File: config.mk
export PLATFORM = sky130hd
export DESIGN_NAME = fetch_ctrl
export DESIGN_NICKNAME = d
export VERILOG_FILES = /design/src/rtl/fetch_ctrl.sv
export SDC_FILE = /design/constraint.sdc
export NUM_CORES = 1
export LEC_CHECK = 0
export BUFFER_PORTS_ARGS = -buffer_cell sky130_fd_sc_hd__buf_2
export CAP_MARGIN = 20
export CORE_MARGIN = 4
export CORE_UTILIZATION = 55
export CTS_BUF_LIST = sky130_fd_sc_hd__clkbuf_4 sky130_fd_sc_hd__clkbuf_8
export DETAILED_ROUTE_END_ITERATION = 10
export PLACE_DENSITY = 0.9
export SYNTH_ARGS = -nofsm -noshare
export SYNTH_HDL_FRONTEND = slang
export SYNTH_SLANG_ARGS = --single-unit
File: constraint.sdc
create_clock -name clk -period 6.5 [get_ports clk]
set_input_delay 0.65 -clock clk [delete_from_list [all_inputs] [get_ports clk]]
set_output_delay 0.65 -clock clk [all_outputs]
set_load 0.05 [all_outputs]
File: src/rtl/fetch_ctrl.sv
// Instruction-fetch controller: issues in-order imem requests from the PC register,
// buffers up to two responses for decode and discards stale responses after a redirect.
module fetch_ctrl #(
    parameter int ADDR_WIDTH = 32,
    parameter int DATA_WIDTH = 32
) (
    input  logic                  clk,
    input  logic                  rst,
    input  logic [ADDR_WIDTH-1:0] pc_current,
    output logic [ADDR_WIDTH-1:0] pc_next,
    input  logic                  redirect_valid,
    input  logic [ADDR_WIDTH-1:0] redirect_pc,
    output logic                  imem_req_valid,
    input  logic                  imem_req_ready,
    output logic [ADDR_WIDTH-1:0] imem_req_addr,
    input  logic                  imem_rsp_valid,
    input  logic [DATA_WIDTH-1:0] imem_rsp_data,
    output logic                  if_valid,
    input  logic                  if_ready,
    output logic [ADDR_WIDTH-1:0] if_pc,
    output logic [DATA_WIDTH-1:0] if_instr
);

    logic [ADDR_WIDTH-1:0] fifo_pc [2];
    logic                  fifo_rd;
    logic                  fifo_wr;
    logic [1:0]            fifo_cnt;

    logic [ADDR_WIDTH-1:0] buf_pc    [2];
    logic [DATA_WIDTH-1:0] buf_instr [2];
    logic                  buf_rd;
    logic                  buf_wr;
    logic [1:0]            buf_cnt;

    logic [1:0]            drop_cnt;
    logic [1:0]            drop_next;
    logic [2:0]            pending;
    logic [2:0]            occ;
    logic [2:0]            occ_after_pop;
    logic                  pop;
    logic                  issue;
    logic                  rsp_drop;
    logic                  rsp_write;
    logic                  unused_redirect_lsbs;

    assign unused_redirect_lsbs = ^redirect_pc[1:0];

    // Credit check counts stale in-flight responses too, and lets a same-cycle pop free a slot.
    assign occ            = {1'b0, fifo_cnt} + {1'b0, drop_cnt} + {1'b0, buf_cnt};
    assign pop            = if_valid && if_ready;
    assign occ_after_pop  = occ - {2'b00, pop};
    assign imem_req_valid = !rst && !redirect_valid && (occ_after_pop < 3'd2);
    assign issue          = imem_req_valid && imem_req_ready;
    assign imem_req_addr  = pc_current;

    assign rsp_drop  = imem_rsp_valid && !redirect_valid && (drop_cnt != 2'd0);
    assign rsp_write = imem_rsp_valid && !redirect_valid && (drop_cnt == 2'd0) && (fifo_cnt != 2'd0);

    always_comb begin
        pc_next = pc_current;
        if (rst) begin
            pc_next = pc_current;
        end else if (redirect_valid) begin
            pc_next = {redirect_pc[ADDR_WIDTH-1:2], 2'b00};
        end else if (issue) begin
            pc_next = pc_current + ADDR_WIDTH'(4);
        end
    end

    // Everything still in flight becomes stale; a response landing this cycle is one of them.
    always_comb begin
        pending   = {1'b0, drop_cnt} + {1'b0, fifo_cnt};
        drop_next = pending[1:0];
        if (imem_rsp_valid && (pending != 3'd0)) begin
            drop_next = 2'(pending - 3'd1);
        end
    end

    always_ff @(posedge clk or posedge rst) begin
        if (rst) begin
            fifo_rd  <= 1'b0;
            fifo_wr  <= 1'b0;
            fifo_cnt <= 2'd0;
            buf_rd   <= 1'b0;
            buf_wr   <= 1'b0;
            buf_cnt  <= 2'd0;
            drop_cnt <= 2'd0;
        end else if (redirect_valid) begin
            fifo_rd  <= 1'b0;
            fifo_wr  <= 1'b0;
            fifo_cnt <= 2'd0;
            buf_rd   <= 1'b0;
            buf_wr   <= 1'b0;
            buf_cnt  <= 2'd0;
            drop_cnt <= drop_next;
        end else begin
            if (issue) begin
                fifo_wr <= ~fifo_wr;
            end
            if (rsp_write) begin
                fifo_rd <= ~fifo_rd;
                buf_wr  <= ~buf_wr;
            end
            if (pop) begin
                buf_rd <= ~buf_rd;
            end
            if (rsp_drop) begin
                drop_cnt <= drop_cnt - 2'd1;
            end
            fifo_cnt <= fifo_cnt + {1'b0, issue} - {1'b0, rsp_write};
            buf_cnt  <= buf_cnt + {1'b0, rsp_write} - {1'b0, pop};
        end
    end

    always_ff @(posedge clk) begin
        if (issue) begin
            fifo_pc[fifo_wr] <= pc_current;
        end
        if (rsp_write) begin
            buf_pc[buf_wr]    <= fifo_pc[fifo_rd];
            buf_instr[buf_wr] <= imem_rsp_data;
        end
    end

    // Head is zeroed while empty so reset shows clean outputs without resetting the data array.
    assign if_valid = (buf_cnt != 2'd0);
    assign if_pc    = if_valid ? buf_pc[buf_rd]    : '0;
    assign if_instr = if_valid ? buf_instr[buf_rd] : '0;

    rsp_without_request: assert property (@(posedge clk) disable iff (rst)
        !(imem_rsp_valid && (occ == 3'd0)));

endmodule

# ---- Word-level counts from Yosys, hierarchy flattened
# Memories as Yosys holds them, arrays and structs flattened.
# Index checks and enable logic that the tools add are counted.
dict set report totals {
  ff_bits 10
  mem_bits_rw 192
  output_inout_bits 130
  n_memories 3
}
# memory depth width rd rd_ports_with_merged_regs write_ports line
set memory_table {}
lappend memory_table {buf_instr 2 32 1 0 1 30} ;# logic [DATA_WIDTH-1:0] buf_instr [2];
lappend memory_table {buf_pc 2 32 1 0 1 29} ;# logic [ADDR_WIDTH-1:0] buf_pc [2];
lappend memory_table {fifo_pc 2 32 1 0 1 24} ;# logic [ADDR_WIDTH-1:0] fifo_pc [2];
dict set report classes {
  add_sub_neg 10
  n_lt_le_gt_ge 1
  n_mux 22
  bitwise 4
  reduce_logical 20
}
# op n
set ops {}
lappend ops {{32-bit 2-to-1 mux} 5}
lappend ops {{32-bit by 3-bit adder with 32-bit output (second input constant)} 1}
lappend ops {{2-bit nonzero test} 7}
lappend ops {{1-bit 2-to-1 mux} 12}
lappend ops {{2-bit 2-to-1 mux} 5}
lappend ops {{1-bit logical AND} 9}
lappend ops {{2-bit by 1-bit adder with 2-bit output} 2}
lappend ops {{1-bit inverter} 4}
lappend ops {{2-bit by 1-bit subtractor with 2-bit output} 2}
lappend ops {{2-bit by 1-bit subtractor with 2-bit output (second input constant)} 2}
lappend ops {{2-bit by 2-bit adder with 3-bit output} 1}
lappend ops {{3-bit by 2-bit adder with 3-bit output} 1}
lappend ops {{3-bit by 2-bit < comparator with 1-bit output (second input constant)} 1}
lappend ops {{3-bit nonzero test} 1}
lappend ops {{3-bit by 1-bit subtractor with 3-bit output} 1}
lappend ops {{1-bit logical NOT} 2}
lappend ops {{2-bit logical NOT} 1}

# ---- Logic depth before layout (Yosys ltp)
# Gate-level depths: netlist (run 1).
dict set report depth {
  word_depth 9
  mapped_depth 13
  mapped_depth_nobuf 13
}

# ---- Worst setup path after synthesis (run 1)
# Ideal clock, no wire load.
dict set report synth_path {
  path_type {register to output}
  from {register fifo_cnt[0]}
  to {output port pc_next[28]}
  t_arrival_ns 4.496
  setup_slack_ns 1.354
  path_stages_with_launch 11
  cell_sequence {dfrtp_1 -> ha_1 -> inv_1 -> fa_1 -> ha_1 -> fa_1 -> or3b_4 -> nor4_4 -> nand3_2 -> o31a_1 -> a211oi_1}
}
dict set report synth_between {
  elab_chain_len 9
}
# item line
set synth_rtl {}
lappend synth_rtl {{start: declaration} 27} ;# logic [1:0] fifo_cnt;
lappend synth_rtl {{start signal: assignment} 110} ;# fifo_cnt <= fifo_cnt + {1'b0, issue} - {1'b0, rsp_write};
lappend synth_rtl {{2-bit by 2-bit adder with 3-bit output} 49} ;# assign occ = {1'b0, fifo_cnt} + {1'b0, drop_cnt} + {1'b0, buf_cnt};
lappend synth_rtl {{3-bit by 2-bit adder with 3-bit output} 49}
lappend synth_rtl {{3-bit by 1-bit subtractor with 3-bit output} 51} ;# assign occ_after_pop = occ - {2'b00, pop};
lappend synth_rtl {{3-bit by 2-bit < comparator with 1-bit output} 52} ;# assign imem_req_valid = !rst && !redirect_valid && (occ_after_pop < 3'd2);
lappend synth_rtl {{1-bit logical AND} 52}
lappend synth_rtl {{1-bit logical AND} 53} ;# assign issue = imem_req_valid && imem_req_ready;
lappend synth_rtl {{32-bit 2-to-1 mux} 65} ;# end else if (issue) begin
lappend synth_rtl {{32-bit 2-to-1 mux} 63} ;# end else if (redirect_valid) begin
lappend synth_rtl {{32-bit 2-to-1 mux} 61} ;# if (rst) begin
lappend synth_rtl {{end: declaration} 10} ;# output logic [ADDR_WIDTH-1:0] pc_next,
# No other way between the ends.

# ---- Final worst setup path (run 1)
dict set report layout_path {
  from {register fifo_cnt[0]}
  to {output port pc_next[14]}
}
# The elaborated chain is that of the path after synthesis.

==> metrics.txt, run 1 <==
Seq/Total Area, Yosys 0.658; crit-path cells ha_1 -> inv_1 -> fa_1 -> ha_1 -> fa_1 -> or3b_4 -> nor4_4 -> nor2b_1 -> a211oi_1 -> a21oi_1 -> buf_2; Setup WS post-layout 1.07 ns; Die Ht 137 um; row count 46; Crit path max-delay family simple AND/OR/NAND/NOR gates; Worst-path clk slew 0.06 ns; CP Launch Type flop; RR Endpoint fifo_pc[0][21]; # IOs 232; critical path's largest stage delay 0.65 ns; multi-input logic area 0.00272 mm2; initial antenna violation count 0; wire length on met1 ~8 mm; Post-CTS Setup Inserts 0; register area 0.00602 mm2; Post-Syn Area per Cell ~14 um2; final hold violations 0; routed wl met3 1.94 mm; met2 WL post-DR roughly 11 mm; outcome finished, final reports clean; Max Clock Skew 0.0153 ns; Post-Syn Instances 659; Final Max Slew Viols 0; CTS Sinks a little over 200; hold crit path type in -> reg; CTS tree built; Leakage ~4.1 nW; Max VDD drop 0.000201 V; hold path depth 1; Clock Latency Late Sink 0.52 ns; # DRC 0; core area approximately 0.016 mm2; top sig layer met4; hold wc startpoint imem_rsp_data[22]; Post-synth ARST share 0.0495; WL/cell 19.3 um; Starting Density 0.569; gr ovfl total 0; largest net degree at the start of global routing 65; Setup violations, final 0; CTS Buf Count 30; Post-Syn Area 0.00914 mm2; most common cell after layout, fill and taps aside buf_2; Worst EP required between 5 and 6 ns; Setup crit end kind primary output; fin nets 972; setup_tns 0 ns; Die W 137 um; Max Cap Viol 0; fillers 1134; Slew HR 0.324; number of synthesized flops with an enable pin 192; PwrDens approximately 380 mW/mm2; Max Buffers Root-to-Sink 3; CP Max Fanout 10; syn_nets between 700 and 800; minimum clock period approximately 5.4 ns; Crit path buffers/inverters 2; commonest cells after routing, fill and taps aside buf_2, edfxtp_1, nor2_1; number of global-route vias before repair 6318; Routed WL ~21 mm; Synth Register Bits 202; final period utilization 0.836; R2R depth 9; Yosys cell types between 50 and 60; Detail Route Antenna Nets 0; Placer Congestion 0.859; dpl hpwl 14.1 mm; Yosys Warn Count 0; Antenna Cells 0; via count 6240; hold_buf cts 0; first-pass GRT wire length 32.2 mm; share of post-route cells with drive strength above 1 0.371; dominant synthesized flop cell edfxtp_1; slew at the pin with the worst max-slew slack 1.01 ns; DR pass1 iterations 5; worst r2r src fifo_cnt[0]; vias per cell between 5 and 6; maximum clock frequency roughly 180 MHz; unrepaired setup endpoints after global routing no; PostCTS Resize Cnt 0; Hold Crit Endpoint buf_instr[0][22]; Iter 0 DRT Violations 384; Syn-to-layout area delta 18.5%; total track usage 0.221; Die Area 0.0187 mm2; IO buf count 229; DP Worst Slack 1.67 ns; clock root cell clkbuf_8; R2R Setup Slk 2.26 ns; critical path arrival 4.78 ns; slowest stage cell, crit path nor2b_1; WS Path Type reg -> out; H-tree depth 1
-- per-stage QoR --
step / utilization / area (um2) / total power (W) / instances / hold slack, ns
after floorplan: - / 9140 / 0.00280 / 659 / 0.519
after global routing: 0.675 / 10800 / 0.00428 / 1100 / 0.264
final: 0.675 / 10800 / 0.00409 / 1100 / 0.320
after global placement: 0.638 / 10200 / 0.00313 / 1043 / 0.541
after detailed placement: 0.638 / 10200 / 0.00316 / 1043 / 0.551
after CTS: 0.674 / 10800 / 0.00413 / 1099 / 0.278
-- layout make-up --
type	count	share of cell area
flip-flops and latches	202	0.556
multi-input cells	377	0.251
repair buffers	234	0.109
clock buffers	47	0.0505
well taps	216	0.0249
inverters	15	0.00520
clock inverters	9	0.00323
-- per-layer routing --
metal  global-route usage  vias up
met2                0.388      365
met4               0.0865        0
met1                0.267     2970
met3               0.0467       47
li1                     -     2858
met5                    0        -
-- sequential cells by signal, indices dropped and copies added, names as in the netlist --
signal / count
fifo_pc: 64
buf_pc: 64
buf_cnt: 2
buf_rd: 1
fifo_rd: 1
fifo_wr: 1
buf_instr: 64
drop_cnt: 2
fifo_cnt: 2
buf_wr: 1
-- power by group --
group	switching, W	internal (W)
clock	0.000432	0.000531
combinational	0.00112	0.000414
sequential	0.0000587	0.00154
total	0.00161	0.00248
-- how the worst max path moves through the flow --
stage,from,endpoint,slack [ns],cells past startpoint
5_1_grt,fifo_cnt[0],pc_next[14],0.74,11
4_1_cts,fifo_cnt[0],pc_next[14],1.06,11
6_report,fifo_cnt[0],pc_next[14],1.07,11
2_1_floorplan,fifo_cnt[0],pc_next[28],1.35,10
3_5_place_dp,fifo_cnt[0],pc_next[14],1.67,11
3_3_place_gp,fifo_cnt[0],pc_next[14],1.68,11
-- cell families after synthesis --
logic type | after synthesis | share of synthesized area
AOI/OAI and AO/OA | 80 | 0.0621
xor gates and xnor gates | 13 | 0.0141
adders and majority gates | 10 | 0.0153
buffers and inverters | 80 | 0.0469
DFF | 202 | 0.658
muxes | 97 | 0.111
and+or+nand+nor | 177 | 0.0929
-- synth_stat cells (6+ instances only) --
| library cell | count | area, um2 |
|---|---|---|
| a211oi_1 | 8 | 60.1 |
| a21oi_1 | 13 | 65.1 |
| and2_1 | 8 | 50.1 |
| and3_1 | 6 | 37.5 |
| buf_1 | 8 | 30.0 |
| buf_4 | 32 | 240 |
| clkbuf_1 | 23 | 86.3 |
| dfrtp_1 | 10 | 250 |
| edfxtp_1 | 192 | 5770 |
| ha_1 | 8 | 100 |
| inv_1 | 14 | 52.6 |
| mux2_2 | 32 | 360 |
| mux2i_1 | 65 | 651 |
| nand2_1 | 19 | 71.3 |
| nand3_1 | 10 | 50.1 |
| nand4_1 | 8 | 50.1 |
| nor2_1 | 94 | 353 |
| nor2b_1 | 6 | 37.5 |
| nor3_1 | 9 | 45.0 |
| o22ai_1 | 15 | 93.8 |
| xnor2_1 | 7 | 61.3 |
(Power assumes the default switching activity.)
==> inputs of run 2 (changes only) <==
ABC_AREA = 1   (was default)
CORE_UTILIZATION = 50   (was 55)
PLACE_DENSITY = 0.86   (was 0.9)
clock period = 4.6 ns   (was 6.5 ns; I/O delays follow)
==> run 2 against run 1 <==
Compared with the run above:
- power is 42% higher
- clock skew rose by 0.0036 ns
- flip-flop and latch count unchanged
- non-clock buffer count rose by 11
- sequential power grew 32%
- design area grew 5.5%
- sequential share of layout area fell by 2.9 points
- critical path depth is 3 higher
- via count up 18%
- core utilization decreased by 6.8 points
==> metrics.txt, run 2 <==
Post-Syn Area 0.00967 mm2 (+5.7%); Die Ht 147 um (+7.4%); Placer Congestion 0.919 (+6.9%); number of synthesized flops with an enable pin 192 (unchanged); via count 7358 (+18%); Final Max Slew Viols 0 (unchanged); Slew HR 0.331 (+0.00710); initial antenna violation count 0 (unchanged); Clock Latency Late Sink 0.54 ns (+0.02 ns); hold_buf cts 0 (unchanged); R2R Setup Slk 0.67 ns (-1.59 ns); most common cell after layout, fill and taps aside nand2_1; CTS Buf Count 30 (unchanged); Setup violations, final 0 (unchanged); critical path arrival 3.90 ns (-0.88 ns); Setup crit end kind primary output; RR Endpoint fifo_pc[0][22]; worst hold margin 0.119 ns (-0.201 ns); hold path depth 1 (unchanged); setup_tns 0 ns (unchanged); Synth Register Bits 202 (unchanged); unrepaired setup endpoints after global routing no; multi-input logic area 0.00296 mm2 (+8.5%); Max Cap Viol 0 (unchanged); Die W 147 um (+7.4%); outcome finished, final reports clean; Routed WL 23.8 mm (+12%); Die Area 0.0216 mm2 (+15%); R2R depth 12 (+3); syn_nets 1060 (+37%); minimum clock period 4.36 ns; fillers 1521 (+34%); largest net degree at the start of global routing 65 (unchanged); PostCTS Resize Cnt 0 (unchanged); crit-path cells ha_1 -> inv_1 -> fa_1 -> ha_1 -> fa_1 -> inv_1 -> nand3_1 -> nand2_1 -> nand3_1 -> buf_4 -> o21bai_1 -> nand3_1 -> nand3_1 -> buf_2; Crit path top cell by count nand3_1; placed instance area 0.0109 mm2 (+6.2%); slowest stage cell, crit path fa_1; Post-Syn Instances 948 (+44%); DP Worst Slack 0.665 ns (-1.01 ns); total track usage 0.213 (-0.00813); maximum clock frequency 230 MHz; Post-Syn Area per Cell 10.2 um2 (-26%); Seq/Total Area, Yosys 0.622 (-0.0358); hold crit path type in -> reg; share of post-route cells with drive strength above 1 0.282 (-0.0889); Iter 0 DRT Violations 464 (+21%); vias per cell 5.13 (-9.5%); WL/cell 16.6 um (-14%); Worst-path clk slew 0.06 ns (about the same); Max VDD drop 0.000260 V (+30%); Hold Crit Endpoint buf_instr[1][1]; synth top area cells edfxtp_1, nand2_1, mux2_2; CP Launch Type flop; final period utilization 0.947; leading area contributor after synthesis edfxtp_1; critical path's largest stage delay 0.46 ns (-0.19 ns); Yosys Warn Count 0 (unchanged); Setup WS post-layout 0.244 ns (-0.823 ns); number of global-route vias before repair 7150 (+13%); CTS tree built; Leakage 4.87 nW (+18%); slew at the pin with the worst max-slew slack 1.00 ns (-0.0106 ns); Synth top area share 0.596 (-0.0343); worst r2r src fifo_cnt[0]; Max Buffers Root-to-Sink 3 (unchanged); synth cell count leaders nand2_1, edfxtp_1, inv_1; H-tree depth 1 (unchanged); final hold violations 0 (unchanged); IO buf count 229 (unchanged); Worst EP required 4.14 ns (-1.71 ns); Antenna Cells 0 (unchanged); first-pass GRT wire length 37.0 mm (+15%); dominant synthesized flop cell edfxtp_1; register area 0.00602 mm2 (about the same); Post-CTS Setup Inserts 0 (unchanged); commonest cells after routing, fill and taps aside nand2_1, buf_2, edfxtp_1; Max Clock Skew 0.0189 ns (+0.00361 ns); # DRC 0 (unchanged); post-layout instance area 0.0114 mm2 (+5.5%); PwrDens 509 mW/mm2 (+35%); core area 0.0188 mm2 (+17%); clock root cell clkbuf_8; row count 50 (+8.7%); cell with the most instances after synthesis nand2_1; Starting Density 0.513 (-0.0559); CP Max Fanout 9 (-1); WS Path Type reg -> out; leading registers by flop count buf_instr (64), buf_pc (64), fifo_pc (64); Post-synth ARST share 0.0495 (unchanged); dpl hpwl 16.5 mm (+17%); gr ovfl total 0 (unchanged); hold wc startpoint imem_rsp_data[1]; # IOs 232 (unchanged); Tot Pwr 0.00582 W (+42%); Detail Route Antenna Nets 0 (unchanged); Syn-to-layout area delta 18.2%; DR pass1 iterations 5 (unchanged); CTS Sinks 202 (unchanged); Yosys cell types 33 (-42%); fin nets 1266 (+30%)
-- run 2: worst max-delay path: cells and delay by family (launching register included) --
kind | cells | cell delay [ns]
flip-flops | 1 | 0.40
buffers and inverters | 4 | 0.73
AND/OR/NAND/NOR | 5 | 0.67
AO/OA/AOI/OAI | 1 | 0.13
adder cells (fa/ha/maj) | 4 | 1.43
-- run 2: how the worst max path moves through the flow --
| stage | endpoint | cells after the start | from | slack [ns] |
|---|---|---|---|---|
| final | pc_next[4] | 14 | fifo_cnt[0] | 0.24 |
| after global routing | pc_next[4] | 14 | fifo_cnt[0] | 0.03 |
| after CTS | pc_next[4] | 14 | fifo_cnt[0] | 0.21 |
| after detailed placement | fifo_pc[0][14] | 12 | fifo_cnt[0] | 0.67 |
| after global placement | fifo_pc[0][16] | 11 | fifo_cnt[0] | 0.73 |
| after floorplan | fifo_pc[1][0] | 10 | fifo_cnt[0] | 0.34 |
-- run 2: final cells by class --
cell class	instances	area share
clock buffer	35	0.0400
multi-input combinational	590	0.259
timing repair buffer	245	0.111
clock inverter	16	0.00788
sequential	202	0.526
inverter	85	0.0279
tap	260	0.0285
-- run 2: routing by layer --
layer / vias to the layer above / wire [um] / track usage
met5: - / 0 / 0
met4: 0 / 665 / 0.0769
met3: 49 / 1680 / 0.0290
li1: 3570 / - / -
met1: 3441 / 9600 / 0.267
met2: 298 / 11900 / 0.379
-- run 2: logic make-up (layout without fill, tap and decap cells) --
family,count (synthesis),count (layout),synth area share
XOR/XNOR,9,9,0.00815
AND/OR/NAND/NOR,432,432,0.183
buffers and inverters,156,381,0.0761
AO/OA/AOI/OAI,107,107,0.0590
adder cells (fa/ha/maj),10,10,0.0145
flip-flops,202,202,0.622
multiplexers,32,32,0.0373
-- run 2: power by group --
part | total, W | switching, W | internal (W) | leakage [nW]
clock | 0.00133 | 0.000625 | 0.000706 | 0.286
combinational | 0.00237 | 0.00187 | 0.000494 | 2.73
sequential | 0.00212 | 0.0000277 | 0.00209 | 1.86
-- run 2: through the flow --
step / util / instances
2_1_floorplan: - / 948
3_3_place_gp: 0.578 / 1382
3_5_place_dp: 0.578 / 1382
4_1_cts: 0.607 / 1433
5_1_grt: 0.607 / 1433
6_report: 0.607 / 1433
==> inputs of run 3 (changes only) <==
CORE_ASPECT_RATIO = 0.9   (was default)
==> run 3 against run 2 <==
Compared with the run above:
- sequential share of layout area decreased by 0.43 points
- combinational power about the same
- register-to-register slack improved by 0.22 ns
- critical path depth decreased by 1
- worst hold slack improved by 0.038 ns
- highest routed layer unchanged
- maximum frequency increased by 0.67%
==> metrics.txt, run 3 (synthesis gave the netlist of run 2 again) <==
outcome finished, final reports clean; R2R Setup Slk 0.89 ns (+0.22 ns); Worst-path clk slew 0.06 ns (about the same); hold path depth 1 (unchanged); first-pass GRT wire length 37.3 mm (+0.63%); R2R depth 11 (-1); leading registers by flop count buf_instr (64), buf_pc (64), fifo_pc (64); WS Path Type reg -> out; Detail Route Antenna Nets 0 (unchanged); Clock Latency Late Sink 0.49 ns (-0.05 ns); Max Buffers Root-to-Sink 3 (unchanged); commonest cells after routing, fill and taps aside nand2_1, buf_2, edfxtp_1; crit-path cells ha_1 -> inv_1 -> fa_1 -> ha_1 -> fa_1 -> nand2_1 -> inv_2 -> nand3_1 -> buf_4 -> o21ai_0 -> nand3_1 -> nand2_1 -> buf_2; total track usage 0.216 (+0.00324); final hold violations 0 (unchanged); # DRC 0 (unchanged); slew at the pin with the worst max-slew slack 1.01 ns (+0.00645 ns); row count 47 (-6.0%); Antenna Cells 0 (unchanged); clock root cell clkbuf_8; RR Endpoint fifo_pc[1][31]; largest net degree at the start of global routing 65 (unchanged); gr ovfl total 0 (unchanged); maximum clock frequency 231 MHz (+0.67%); IO buf count 229 (unchanged); hold wc startpoint imem_rsp_data[5]; Slew HR 0.327 (-0.00346); Syn-to-layout area delta 19.2%; initial antenna violation count 0 (unchanged); number of global-route vias before repair 7255 (+1.5%); Hold Crit Endpoint buf_instr[0][5]; hold_buf cts 0 (unchanged); CP Launch Type flop; Placer Congestion 0.873 (-5.0%); vias per cell 5.26 (+2.5%); core area 0.0187 mm2 (-0.69%); fillers 1524 (+0.20%); PwrDens 525 mW/mm2 (+3.2%); Die Ht 140 um (-4.9%); Die W 155 um (+5.1%); Max Clock Skew 0.0188 ns (-0.000127 ns); Final Max Slew Viols 0 (unchanged); Max VDD drop 0.000379 V (+46%); CTS Sinks 202 (unchanged); Post-CTS Setup Inserts 0 (unchanged); CP Max Fanout 10 (+1); Crit path max-delay family adder cells; Starting Density 0.517 (+0.00357); CTS tree built; Leakage 4.93 nW (+1.2%); critical path arrival 3.87 ns (-0.03 ns); Worst EP required 4.14 ns (about the same); Setup violations, final 0 (unchanged); critical path's largest stage delay 0.54 ns (+0.08 ns); share of post-route cells with drive strength above 1 0.291 (+0.00863); Setup crit end kind primary output; dpl hpwl 16.7 mm (+1.3%); Die Area 0.0216 mm2 (about the same); fin nets 1270 (+0.32%); Max Cap Viol 0 (unchanged); hold crit path type in -> reg; CTS Buf Count 34 (+13%); Tot Pwr 0.00605 W (+4.0%); Routed WL 24.3 mm (+2.0%); via count 7480 (+1.7%); minimum clock period 4.33 ns (-0.0291 ns); unrepaired setup endpoints after global routing no; DR pass1 iterations 5 (unchanged); Iter 0 DRT Violations 548 (+18%); final period utilization 0.941 (-0.00632); H-tree depth 2 (+1); WL/cell 17.1 um (+2.9%); most common cell after layout, fill and taps aside nand2_1; # IOs 232 (unchanged); slowest stage cell, crit path fa_1; setup_tns 0 ns (unchanged); PostCTS Resize Cnt 0 (unchanged); Crit path buffers/inverters 4 (unchanged); worst r2r src fifo_cnt[0]
==> run 3: area by class of cell <==
cell class,count,area [um2],share of cell area
timing repair buffer,245,1270,0.111
sequential,202,6020,0.522
clock inverter,8,87.6,0.00760
clock buffer,46,564,0.0490
inverter,85,319,0.0277
tap,245,307,0.0266
multi-input combinational,590,2960,0.257
==> run 3: power breakdown <==
group	switching, W	total, W	internal [W]
clock network	0.000643	0.00154	0.000899
registers	0.0000304	0.00212	0.00209
logic	0.00189	0.00239	0.000497
total	0.00256	0.00605	0.00349
==> run 3: stage by stage <==
stage / util / setup WS (ns) / hold slack (ns) / cell area [um2] / std cells
2_1_floorplan: - / 0.345 / 0.483 / 9670 / 948
4_1_cts: 0.616 / 0.255 / 0.119 / 11500 / 1421
6_report: 0.616 / 0.273 / 0.157 / 11500 / 1421
5_1_grt: 0.616 / 0.0333 / 0.122 / 11500 / 1421
3_5_place_dp: 0.581 / 0.799 / 0.549 / 10900 / 1367
3_3_place_gp: 0.581 / 0.825 / 0.542 / 10900 / 1366
==> run 3: worst max path at each step <==
| stage | startpoint | to | depth (start not counted) |
|---|---|---|---|
| after global routing | fifo_cnt[0] | pc_next[30] | 14 |
| final | fifo_cnt[0] | pc_next[30] | 13 |
| after floorplan | fifo_cnt[0] | fifo_pc[1][0] | 10 |
| after detailed placement | fifo_cnt[0] | pc_next[30] | 13 |
| after CTS | fifo_cnt[0] | pc_next[30] | 13 |
| after global placement | fifo_cnt[0] | pc_next[30] | 13 |
==> run 3: layer usage <==
metal,vias up,global-route usage,share of wire
met5,-,0,0
met2,355,0.372,0.49
met4,0,0.0841,0.030
li1,3578,-,-
met1,3492,0.268,0.40
met3,55,0.0478,0.089
==> run 3: worst reg2reg max path, stage by stage, from the launching register on <==
cell     delay [ns]
dfrtp_1        0.41
ha_1           0.21
inv_1          0.06
fa_1           0.46
ha_1           0.32
fa_1           0.54
nand2_1        0.07
inv_2          0.10
nand3_1        0.32
buf_4          0.32
nor2_4         0.09
buf_4          0.43
